## src/rtl/to_upper.sv

```systemverilog
// Registered ASCII lowercase-to-uppercase converter with a saturating count of
// converted bytes. One byte per cycle, one cycle of latency, no backpressure.
module to_upper #(
    parameter int unsigned CNT_W = 16
) (
    input  logic             clk,
    input  logic             rst_n,
    input  logic             A0,
    input  logic             A1,
    input  logic             A2,
    input  logic             A3,
    input  logic             A4,
    input  logic             A5,
    input  logic             A6,
    input  logic             A7,
    input  logic             in_valid,
    input  logic             clr_cnt,
    output logic             B0,
    output logic             B1,
    output logic             B2,
    output logic             B3,
    output logic             B4,
    output logic             B5,
    output logic             B6,
    output logic             B7,
    output logic             out_valid,
    output logic             converted,
    output logic [CNT_W-1:0] conv_count
);

    localparam logic [CNT_W-1:0] CntMax = {CNT_W{1'b1}};
    localparam logic [CNT_W-1:0] CntOne = CNT_W'(1);

    logic [7:0]       a_byte;
    logic             is_lower;
    logic [7:0]       b_d, b_q;
    logic             valid_d, valid_q;
    logic             conv_d, conv_q;
    logic [CNT_W-1:0] cnt_d, cnt_q;

    assign a_byte = {A7, A6, A5, A4, A3, A2, A1, A0};

    // MSB check keeps 0xE1..0xFA from matching on their low seven bits.
    assign is_lower = !a_byte[7] && (a_byte >= 8'h61) && (a_byte <= 8'h7A);

    always_comb begin
        b_d     = b_q;
        valid_d = 1'b0;
        conv_d  = 1'b0;
        cnt_d   = cnt_q;
        // A is only looked at under in_valid so garbage on idle cycles is ignored.
        if (in_valid) begin
            valid_d = 1'b1;
            conv_d  = is_lower;
            b_d     = is_lower ? {a_byte[7:6], 1'b0, a_byte[4:0]} : a_byte;
            if (is_lower && (cnt_q != CntMax)) begin
                cnt_d = cnt_q + CntOne;
            end
        end
        // Clear takes priority over a same-cycle conversion.
        if (clr_cnt) begin
            cnt_d = '0;
        end
    end

    always_ff @(posedge clk or negedge rst_n) begin
        if (!rst_n) begin
            b_q     <= 8'h00;
            valid_q <= 1'b0;
            conv_q  <= 1'b0;
            cnt_q   <= '0;
        end else begin
            b_q     <= b_d;
            valid_q <= valid_d;
            conv_q  <= conv_d;
            cnt_q   <= cnt_d;
        end
    end

    assign {B7, B6, B5, B4, B3, B2, B1, B0} = b_q;
    assign out_valid  = valid_q;
    assign converted  = conv_q;
    assign conv_count = cnt_q;

endmodule

```

## config.mk

```make
export PLATFORM = sky130hd
export DESIGN_NAME = to_upper
export DESIGN_NICKNAME = d
export VERILOG_FILES = /design/src/rtl/to_upper.sv
export SDC_FILE = /design/constraint.sdc
export NUM_CORES = 1
export LEC_CHECK = 0
export ABC_AREA = 1
export BUFFER_PORTS_ARGS = -buffer_cell sky130_fd_sc_hd__buf_2
export CORE_ASPECT_RATIO = 0.8
export CORE_MARGIN = 2
export CORE_UTILIZATION = 40
export CTS_CLUSTER_SIZE = 8
export DETAILED_ROUTE_END_ITERATION = 10
export GPL_TIMING_DRIVEN = 0
export PLACE_DENSITY = 0.63
export SETUP_SLACK_MARGIN = 0.3
export SLEW_MARGIN = 20
export SYNTH_ARGS = -nofsm -noshare
export SYNTH_HDL_FRONTEND = slang
export SYNTH_SLANG_ARGS = --single-unit
export TNS_END_PERCENT = 30
```

## constraint.sdc

```tcl
create_clock -name clk -period 4.7 [get_ports clk]
set_input_delay 0.47 -clock clk [delete_from_list [all_inputs] [get_ports clk]]
set_output_delay 0.47 -clock clk [all_outputs]
set_load 0.005 [all_outputs]
```

== Yosys cells after proc, flatten, opt, wreduce, memory -nomap -nowiden ==
Index checks and enable logic that the tools add are counted.

* Register bits after elaboration: 26
* Latch bits: 0
* Memory bits (writable): 0
* Bits in read-only memories: 0
* Input port bits: 12
* Output and inout bits: 26
* Word-level logic and storage cells: 21
* Memories kept: 0

* Add/sub/neg operators: 1
* Multiply operators: 0
* Div/mod/pow operators: 0
* Order comparisons: 2
* Eq/ne operators: 1
* Shift operators: 0
* Mux-type cells: 6
* Bitwise logic cells: 0
* Reduce and logical (&&, ||, !) cells: 7

{| class="wikitable"
|+ Operators with widths
! operator !! count
|-
| $mux 16 || 3
|-
| $add 16x1->16 const B || 1
|-
| $ne 16x16->1 const B || 1
|-
| $ge 8x7->1 const B || 1
|-
| $le 8x7->1 const B || 1
|-
| $mux 6 || 1
|-
| $reduce_bool 2->1 || 2
|-
| $logic_and 1x1->1 || 3
|-
| $mux 1 || 2
|-
| $reduce_and 2->1 || 1
|-
| $logic_not 1->1 || 1
|}

== Depth between registers and ports, before layout ==
Gate-level depths: netlist (run 1).

* Word-level depth: 7
* Depth in mapped cells: 9
* Depth with buffers taken out: 9

== Worst setup path before layout (run 1) ==
Ideal clock, no wire load.

* Path kind: register to register
* Start: register cnt_q[0] (netlist: conv_count[0])
* End: register cnt_q[5] (netlist: conv_count[5])
* Library setup time: 0.118 ns
* Arrival time: 1.499 ns
* Data required time: 4.582 ns
* Slack: 3.083 ns
* Cell stages (with the launch flop): 10
* Path through: dfrtp_1 ha_1 inv_1 nor3_4 nand4_2 nand2_4 nand2_4 buf_6 nand2_1 nand2_1

* Word-level cells in the longest chain between the ends: 4
* Elaborated cells between the ends (all ways): 8
* Classes of those cells: 1 x add/sub; 1 x eq/ne; 3 x mux; 3 x reduce/logical

{| class="wikitable"
|+ Ends and longest elaborated chain
! item !! RTL line !! RTL
|-
| from (decl) || 39 || <nowiki>logic [CNT_W-1:0] cnt_d, cnt_q;</nowiki>
|-
| from (signal assigned) || 76 || <nowiki>cnt_q <= cnt_d;</nowiki>
|-
| $add 16x1->16 or $ne 16x16->1 (tied branches) || 57, 56 ||
|-
| $mux 16 or $logic_and 1x1->1 (tied branches) || 56 || <nowiki>if (is_lower && (cnt_q != CntMax)) begin</nowiki>
|-
| $mux 16 or $reduce_bool 2->1 (tied branches) || -- ||
|-
| $mux 16 or $reduce_and 2->1 (tied branches) || -- ||
|}

Several ways; a longest one is shown, not always the timed one. The select of a mux whose other input is x is not followed.
A chain may end at the register's enable or synchronous reset.

== Final worst setup path (run 1) ==
* Start: register cnt_q[0] (netlist: conv_count[0])
* End: register cnt_q[11] (netlist: conv_count[11])

Same word-level chain as after synthesis.

==> metrics, run 1 <==
Max-cap violations 0; Post-Syn Area per Cell 7.34 um^2; # clock sinks 26; clock latency at the later pin of the worst-skew pair 270 ps; combinational power share 0.105; crit path DAT 2020 ps; Hold Slack 189 ps; slew of the pin with the lowest slew margin 576 ps; post-synth design cell area 1520 um^2; Power, Total 402 uW; Num CTS Buffers 3; Placeable Area 3540 um^2; CTS tree done; DRC Markers 0; fmax 0.540 GHz; post-CTS setup buffer count 0; status finished clean; RSZ-0062 raised after global routing no; worst-path fanout max 10; placed insts 286; Layout Skew 2.02 ps; leakage power figure 0.000896 uW; setup TNS 0 ps; Netlist cell types 25; final count of pins violating max slew 0; Worst VDD drop 0.000184 V; drt first pass iters 4; fraction of layout cells with a size suffix above 1 0.223; post-synthesis mux area share 0.0371; Mapped Cells 207; FF+latch count, synth 26; final hold violation count 0; H-tree depth 1; Layout area overhead 18.4%; first-pass GRT wire length 6110 um; Synth Area in Compound Gates 0.0461; # IOs 38; P_int 306 uW; nets 262; Power Dens Cells 223 nW/um^2; clk slew on worst S/H paths 80 ps; fill count 352; fin area 1800 um^2; Crit. End Element register; First DRT Iteration DRCs 70; Post-DP HPWL 2690 um; Multi-input gate area 796 um^2; largest net degree at the start of global routing 27; # rows 19; Clk pwr share 0.310; storage element area 651 um^2; PortBufs 37; Syn Nets 220; cts-stage hold buffer count 0; Rel. slew slack 0.616; most frequent cells in the layout nand2_1, buf_2, nor2_1; vias per cell 4.79; Routed Antenna Nets 0; vias in the first global route 1,268; Hold Crit Class in2async; Root Buffer clkbuf_8; class of the most critical setup path reg2reg; simple logic cell fraction of the synthesized area 0.415; most common cell after layout, fill and taps aside nand2_1; Placed Area 1760 um^2; Startpoint Class register; Adder-Cell Fraction of Synth Area 0.00824; main combinational cell family by area after synthesis simple AND/OR/NAND/NOR gates; final cell count without fillers 289; Sequential Power Share 0.585; Ant. Diodes 0; CTS-repair resized insts 0; Synth warnings 0; final setup vio count 0; Psw 95.8 uW; WL/cell 12.1 um; Die Y 59.1 um; Starting Density 0.429; Die W 72.9 um; total track usage 0.186; Vias 1,383; die area 4310 um^2; global placement routability congestion 0.940; Max Root-Sink Buffers 2; post-layout min period 1850 ps; antenna violations before repair 0; WL final 3500 um; gr ovfl total 0; period utilization 0.394; Sw Ratio 0.239; Post-Synth XOR/XNOR Area 0.0173; Seq/Total Area, Yosys 0.428; worst path required time 4870 ps
[final timing paths]
check                                    from        endpoint  slack [ps]  depth (start not counted)
worst max-delay path            conv_count[0]  conv_count[11]        2850                          9
worst min-delay path                    rst_n          b_q[6]         190                          1
worst max register to register  conv_count[0]  conv_count[11]        2850                          9
worst min register to register         b_q[2]          b_q[2]         510                          1
max in group asynchronous               rst_n       converted        4140                          1
min in group clk                     in_valid       out_valid         340                          1
[routing by layer]
layer / part of all wire / track usage / vias to the layer above
li1: - / - / 749
met1: 0.54 / 0.280 / 608
met2: 0.40 / 0.269 / 24
met3: 0.045 / 0.0408 / 2
met4: 0.0066 / 0.0476 / 0
met5: 0 / 0 / -
[registers in the layout, indices dropped and copies added (netlist names)]
signal      cells
b_q             8
conv_count     16
converted       1
out_valid       1
[cell usage after synthesis (all sizes together)]
| master | n | area, um^2 |
|---|---|---|
| a21oi | 3 | 15.0 |
| buf | 3 | 23.8 |
| clkbuf | 2 | 7.51 |
| clkinv | 1 | 3.75 |
| dfrtp | 26 | 651 |
| ha | 1 | 12.5 |
| inv | 10 | 37.5 |
| mux2 | 5 | 56.3 |
| nand2 | 77 | 307 |
| nand3 | 19 | 95.1 |
| nand4 | 6 | 43.8 |
| nor2 | 38 | 145 |
| nor3 | 3 | 26.3 |
| nor3b | 1 | 7.51 |
| o21ai | 2 | 10.0 |
| o21bai | 6 | 45.0 |
| or2 | 1 | 6.26 |
| xor2 | 3 | 26.3 |
[power groups by stage]
stage / logic (uW) / clock network, uW / registers (uW)
finish: 42.1 / 124 / 235
global route: 47.5 / 139 / 236
CTS: 43.0 / 131 / 235
detailed placement: 43.1 / 0 / 239
global placement: 42.7 / 0 / 239
floorplan: 18.7 / 0 / 240
[kinds of logic (layout without fill, tap and decap cells)]
| family | count (synthesis) | count (layout) |
|---|---|---|
| fa+ha+maj | 1 | 1 |
| compound gates | 11 | 11 |
| mux | 5 | 5 |
| flops | 26 | 26 |
| simple gates | 145 | 145 |
| xor+xnor | 3 | 3 |
| buf+inv | 16 | 56 |
[stage by stage]
step | util | worst slack [ps]
floorplan | - | 3080
global placement | 0.496 | 2860
detailed placement | 0.496 | 2840
CTS | 0.508 | 2820
global route | 0.508 | 2640
finish | 0.508 | 2850
[area by class of cell]
class / count / share of cell area
timing repair buffer: 37 / 0.103
inverter: 11 / 0.0230
multi-input combinational: 165 / 0.443
clock buffer: 3 / 0.0230
sequential: 26 / 0.362
buffer: 5 / 0.0174
tap: 42 / 0.0292
[worst max-delay path, stage by stage (launching register included)]
cell     delay, ps
dfrtp_1        460
ha_1           250
inv_1           80
nor3_4         250
nand4_2        190
nand2_4        180
nand2_4         90
buf_6          150
nand2_1         60
nand2_1         50
(Power assumes the default switching activity.)
==> run 2, diff against run 1 <==
--- a/config.mk
+++ b/config.mk
@@ -5,7 +5,7 @@
 export SDC_FILE = /design/constraint.sdc
 export NUM_CORES = 1
 export LEC_CHECK = 0
-export ABC_AREA = 1
+export ABC_AREA = 0
 export BUFFER_PORTS_ARGS = -buffer_cell sky130_fd_sc_hd__buf_2
 export CORE_ASPECT_RATIO = 0.8
 export CORE_MARGIN = 2
@@ -13,7 +13,7 @@
 export CTS_CLUSTER_SIZE = 8
 export DETAILED_ROUTE_END_ITERATION = 10
 export GPL_TIMING_DRIVEN = 0
-export PLACE_DENSITY = 0.63
+export PLACE_DENSITY = 0.67
 export SETUP_SLACK_MARGIN = 0.3
 export SLEW_MARGIN = 20
 export SYNTH_ARGS = -nofsm -noshare
==> constraint.sdc (replaced) <==
create_clock -name clk -period 1.6 [get_ports clk]
set_input_delay 0.16 -clock clk [delete_from_list [all_inputs] [get_ports clk]]
set_output_delay 0.16 -clock clk [all_outputs]
set_load 0.005 [all_outputs]
==> metrics, run 2 <==
status complete, but fails checks; failing checks negative setup slack; DRC Markers 0; Critical-path top delay cell or4_4; Primary FF master, synth dfrtp_1; top post-synthesis cells by area dfrtp_1, mux2_2, a21oi_1; H-tree depth 1; vias per cell 5.60; Worst Slack Setup Final -184 ps; CP max stage delay 520 ps; Sw Ratio 0.202; Power Dens Cells 738 nW/um^2; asr flop ratio synth 1.00; PortBufs 36; Worst R2R Path Depth 5; Starting Density 0.417; Syn Nets 142; class of the most critical setup path reg2reg; main combinational cell family by area after synthesis simple AND/OR/NAND/NOR gates; nets 201; # clock sinks 26; Hold Crit Class in2reg; slew of the pin with the lowest slew margin 563 ps; Startpoint Class register; clk slew on worst S/H paths 90 ps; final count of pins violating max slew 0; worst path required time 1800 ps; period utilization 1.11; Synth warnings 0; start point of the critical path conv_count[3]; Die W 67.4 um; fin area 1820 um^2; Multi-input gate area 688 um^2; combinational power share 0.091; most common cell after layout, fill and taps aside buf_2; P_int 1070 uW; Post-synth top cells dfrtp_1, a21oi_1, nand2_1, nand3_1, nor2_1; first-pass GRT wire length 5130 um; final hold violation count 0; gr ovfl total 0; WL/cell 14.5 um; fill count 268; reg2reg start conv_count[3]; Placeable Area 3090 um^2; Max Root-Sink Buffers 2; Reg2Reg Setup Slack -180 ps; FF+latch count, synth 26; fmax 0.561 GHz; final setup vio count 14; simple logic cell fraction of the synthesized area 0.257; Rel. slew slack 0.625; worst-path fanout max 7; Psw 272 uW; Netlist cell types 32; storage element area 656 um^2; largest net degree at the start of global routing 27; setup TNS -1780 ps; Crit. End Element register; Clk pwr share 0.396; Adder-Cell Fraction of Synth Area 0.00972; Layout Skew 4.93 ps; Max-cap violations 0; Synth Area in Compound Gates 0.130; Ant. Diodes 0; worst reg2reg path endpoint conv_count[10]; number of flip-flops in the largest register 16; drt first pass iters 4; Seq/Total Area, Yosys 0.505; Vias 1,271; Die Y 54.7 um; Sequential Power Share 0.513; Post-DP HPWL 2190 um; # rows 18; post-synth top area cell dfrtp_1; total track usage 0.192; crit path DAT 1980 ps; most frequent cells in the layout buf_2, dfrtp_1, buf_4; Layout area overhead 41.5%; WP buf/inv 0; Post-synth EDFFs 0; area fraction of the dominant cell type after synthesis 0.505; post-layout min period 1780 ps; Worst Hold Launch in_valid; Mapped Cells 129; Hold Crit Endpoint out_valid; die area 3690 um^2; WL final 3290 um; Placed Area 1560 um^2; clock latency at the later pin of the worst-skew pair 270 ps; fraction of layout cells with a size suffix above 1 0.471; Root Buffer clkbuf_8; antenna violations before repair 0; Routed Antenna Nets 0; Post-Syn Area per Cell 9.98 um^2; hold depth 1; Worst VDD drop 0.000598 V; RSZ-0062 raised after global routing yes; Worst path top cell family by delay simple AND/OR/NAND/NOR gates; most common cell in the netlist dfrtp_1; vias in the first global route 1,104; post-synth design cell area 1290 um^2; Post-Synth XOR/XNOR Area 0.0136; First DRT Iteration DRCs 72; global placement routability congestion 0.823; leakage power figure 0.000799 uW; # IOs 38; Num CTS Buffers 3; Critical Path, Cell by Cell and4_4, nand3_4, or4_4, or3_1, a21oi_1; post-synthesis mux area share 0.0612; CTS tree done
-- run 2: cell types whose count changed after synthesis, moves of 3 or more --
cell | before | now
nand3_1 | 19 | 9
nor2_1 | 37 | 8
nand2_1 | 74 | 11
xor2_1 | 3 | 0
inv_1 | 10 | 2
a21oi_1 | 3 | 11
or4_1 | 0 | 5
nor2b_1 | 0 | 3
o21bai_1 | 6 | 0
o21ai_0 | 2 | 7
or3_1 | 0 | 4
-- run 2: cells by family (layout without fill, tap and decap cells) --
| logic type | Yosys count | count (layout) |
|---|---|---|
| buffers and inverters | 7 | 65 |
| adders and majority gates | 1 | 1 |
| muxes | 7 | 7 |
| xor gates and xnor gates | 2 | 2 |
| AOI/OAI and AO/OA | 28 | 28 |
| DFF | 26 | 26 |
| and+or+nand+nor | 58 | 58 |
-- run 2: worst max-delay path by stage --
stage	end	slack [ps]	depth (start not counted)
CTS	conv_count[9]	-160	6
global route	conv_count[10]	-250	5
detailed placement	conv_count[12]	-320	5
finish	conv_count[10]	-180	5
global placement	conv_count[12]	-260	5
floorplan	conv_count[9]	-140	5
-- run 2: timing repair --
action / CTS / global route
endpoints found under the hold margin: 26 / 0
setup buffers: 12 / 5
pin swaps: 8 / 10
hold buffers: 1 / 0
gates resized for setup: 8 / 5
endpoints found under the setup margin: 16 / 16
-- run 2: through the flow --
| step | setup slack, ps | instances | hold slack [ps] | power, uW | util |
|---|---|---|---|---|---|
| floorplan | -141 | 129 | -136 | 757 | - |
| global placement | -259 | 205 | 182 | 815 | 0.506 |
| detailed placement | -324 | 205 | 181 | 820 | 0.506 |
| CTS | -155 | 222 | 14.1 | 1360 | 0.573 |
| global route | -252 | 227 | 9.06 | 1410 | 0.590 |
| finish | -184 | 227 | 15.7 | 1340 | 0.590 |
-- run 2: per-layer routing --
metal,global-route usage,routed length [um]
met3,0.0432,178
met1,0.268,1510
met4,0.0408,19
met5,0,0
met2,0.307,1590
-- run 2: layout make-up --
cell class / instances / share of cell area
multi-input combinational: 96 / 0.378
sequential: 26 / 0.360
timing repair buffer: 54 / 0.174
tap: 40 / 0.0275
clock buffer: 3 / 0.0227
buffer: 5 / 0.0172
clock inverter: 1 / 0.0165
inverter: 2 / 0.00412
-- run 2: power by group through the flow --
stage	combinational [uW]	sequential, uW	clock [uW]
finish	123	690	532
CTS	124	690	547
global placement	113	702	0
detailed placement	116	704	0
global route	137	694	581
floorplan	50.5	707	0
-- run 2: worst register-to-register path: stages (launching register included) --
cell     delay [ps]
dfrtp_2         370
and4_4          250
nand3_4          80
or4_4           520
or3_1           360
a21oi_1         130
==> run 3, diff against run 2 <==
--- a/config.mk
+++ b/config.mk
@@ -6,14 +6,15 @@
 export NUM_CORES = 1
 export LEC_CHECK = 0
 export ABC_AREA = 0
-export BUFFER_PORTS_ARGS = -buffer_cell sky130_fd_sc_hd__buf_2
 export CORE_ASPECT_RATIO = 0.8
 export CORE_MARGIN = 2
 export CORE_UTILIZATION = 40
 export CTS_CLUSTER_SIZE = 8
 export DETAILED_ROUTE_END_ITERATION = 10
+export DONT_BUFFER_PORTS = 1
 export GPL_TIMING_DRIVEN = 0
-export PLACE_DENSITY = 0.67
+export PLACE_DENSITY = 0.56
+export RECOVER_POWER = 100
 export SETUP_SLACK_MARGIN = 0.3
 export SLEW_MARGIN = 20
 export SYNTH_ARGS = -nofsm -noshare
==> metrics, run 3 (synthesized netlist as in run 2, its figures left out) <==
First DRT Iteration DRCs 52; final cell count without fillers 180; Starting Density 0.417; Worst path top cell family by delay simple AND/OR/NAND/NOR gates; class of the most critical setup path reg2reg; crit path DAT 2080 ps; start point of the critical path conv_count[3]; number of flip-flops in the largest register 16; Worst Hold Launch A2; Root Buffer clkbuf_8; slew of the pin with the lowest slew margin 661 ps; Hold Slack 39.1 ps; largest net degree at the start of global routing 27; Ant. Diodes 0; Worst R2R Path Depth 5; fin area 1520 um^2; most frequent cells in the layout dfrtp_1, nand2_1, a21oi_1; vias per cell 5.98; CP max stage delay 480 ps; hold depth 1; Max-cap violations 0; DRC Markers 0; clock latency at the later pin of the worst-skew pair 270 ps; Worst VDD drop 0.000386 V; CP Depth 5; first-pass GRT wire length 5190 um; post-layout min period 1890 ps; Die Y 54.7 um; WL final 3080 um; final count of pins violating max slew 0; Max Root-Sink Buffers 2; most common cell after layout, fill and taps aside dfrtp_1; total track usage 0.193; Critical Path, Cell by Cell and4_4, nand4_1, or4_4, or3_4, a21oi_2; final hold violation count 0; Rel. slew slack 0.559; Vias 1,076; Die W 67.4 um; global placement routability congestion 0.796; Layout area overhead 18.0%; Crit. End Element register; Hold Crit Class in2reg; fill count 288; Routed Antenna Nets 0; final setup vio count 15; failing checks negative setup slack; CTS tree done; RSZ-0062 raised after global routing yes; Hold Crit Endpoint b_q[2]; Layout Skew 3.42 ps; leakage power figure 0.000553 uW; worst-path fanout max 8; clk slew on worst S/H paths 90 ps; # rows 18; Placed Area 1380 um^2; Worst Slack Setup Final -291 ps; Critical-path top delay cell or4_4; # IOs 38; Post-DP HPWL 2170 um; Num CTS Buffers 3; vias in the first global route 1,044; fmax 0.529 GHz; H-tree depth 1; Placeable Area 3090 um^2; WP buf/inv 0; reg2reg start conv_count[3]; drt first pass iters 4; # clock sinks 26; PortBufs 0; worst reg2reg path endpoint conv_count[9]; placed insts 169; worst path required time 1790 ps; WL/cell 17.1 um; fraction of layout cells with a size suffix above 1 0.264; Startpoint Class register; status complete, but fails checks; die area 3690 um^2; nets 154; period utilization 1.18; antenna violations before repair 0; gr ovfl total 0; Reg2Reg Setup Slack -290 ps; Power Dens Cells 782 nW/um^2
-- run 3: area by class of cell --
cell class	instances	area, um^2	area share
plain buffers	5	28.8	0.0189
clock buffers	4	55.1	0.0362
inverters	2	7.51	0.00494
multi-input cells	96	666	0.438
flip-flops and latches	26	657	0.432
well taps	40	50.0	0.0329
repair buffers	7	55.1	0.0362
-- run 3: per-stage QoR --
stage | worst slack, ps | TNS, ps | utilization | power [uW]
finish | -291 | -2920 | 0.492 | 1190
global placement | -338 | -2980 | 0.448 | 770
floorplan | -141 | -594 | - | 757
CTS | -299 | -2990 | 0.497 | 1220
global route | -375 | -4520 | 0.492 | 1270
detailed placement | -413 | -3520 | 0.448 | 772
-- run 3: worst register-to-register path, delay by kind of cell, from the launching register on --
kind | cells | cell delay, ps
AO/OA/AOI/OAI | 1 | 130
flip-flops | 1 | 450
AND/OR/NAND/NOR | 4 | 1240
-- run 3: routing by layer --
metal  track usage  wire length, um
met4        0.0748               62
met2         0.322             1420
met5             0                0
met1         0.237             1440
met3        0.0597              157
-- run 3: report_power, final --
group	switching (uW)	internal, uW	total, uW
registers	17.1	680	697
logic	43.8	34.6	78.4
clock network	194	220	413
-- run 3: how the worst max path moves through the flow --
stage | to | slack [ps]
4_1_cts | conv_count[12] | -300
6_report | conv_count[9] | -290
5_1_grt | conv_count[9] | -380
3_5_place_dp | conv_count[9] | -410
3_3_place_gp | conv_count[12] | -340
2_1_floorplan | conv_count[9] | -140
-- run 3: what timing repair did --
| action | 4_1_cts | 5_1_grt |
|---|---|---|
| setup buffers | 4 | 0 |
| resized for setup | 8 | 0 |
| pin swaps | 9 | 2 |
| endpoints found under the setup margin | 16 | 16 |
| hold endpoints to repair | 27 | 0 |
| hold buffers | 3 | 0 |
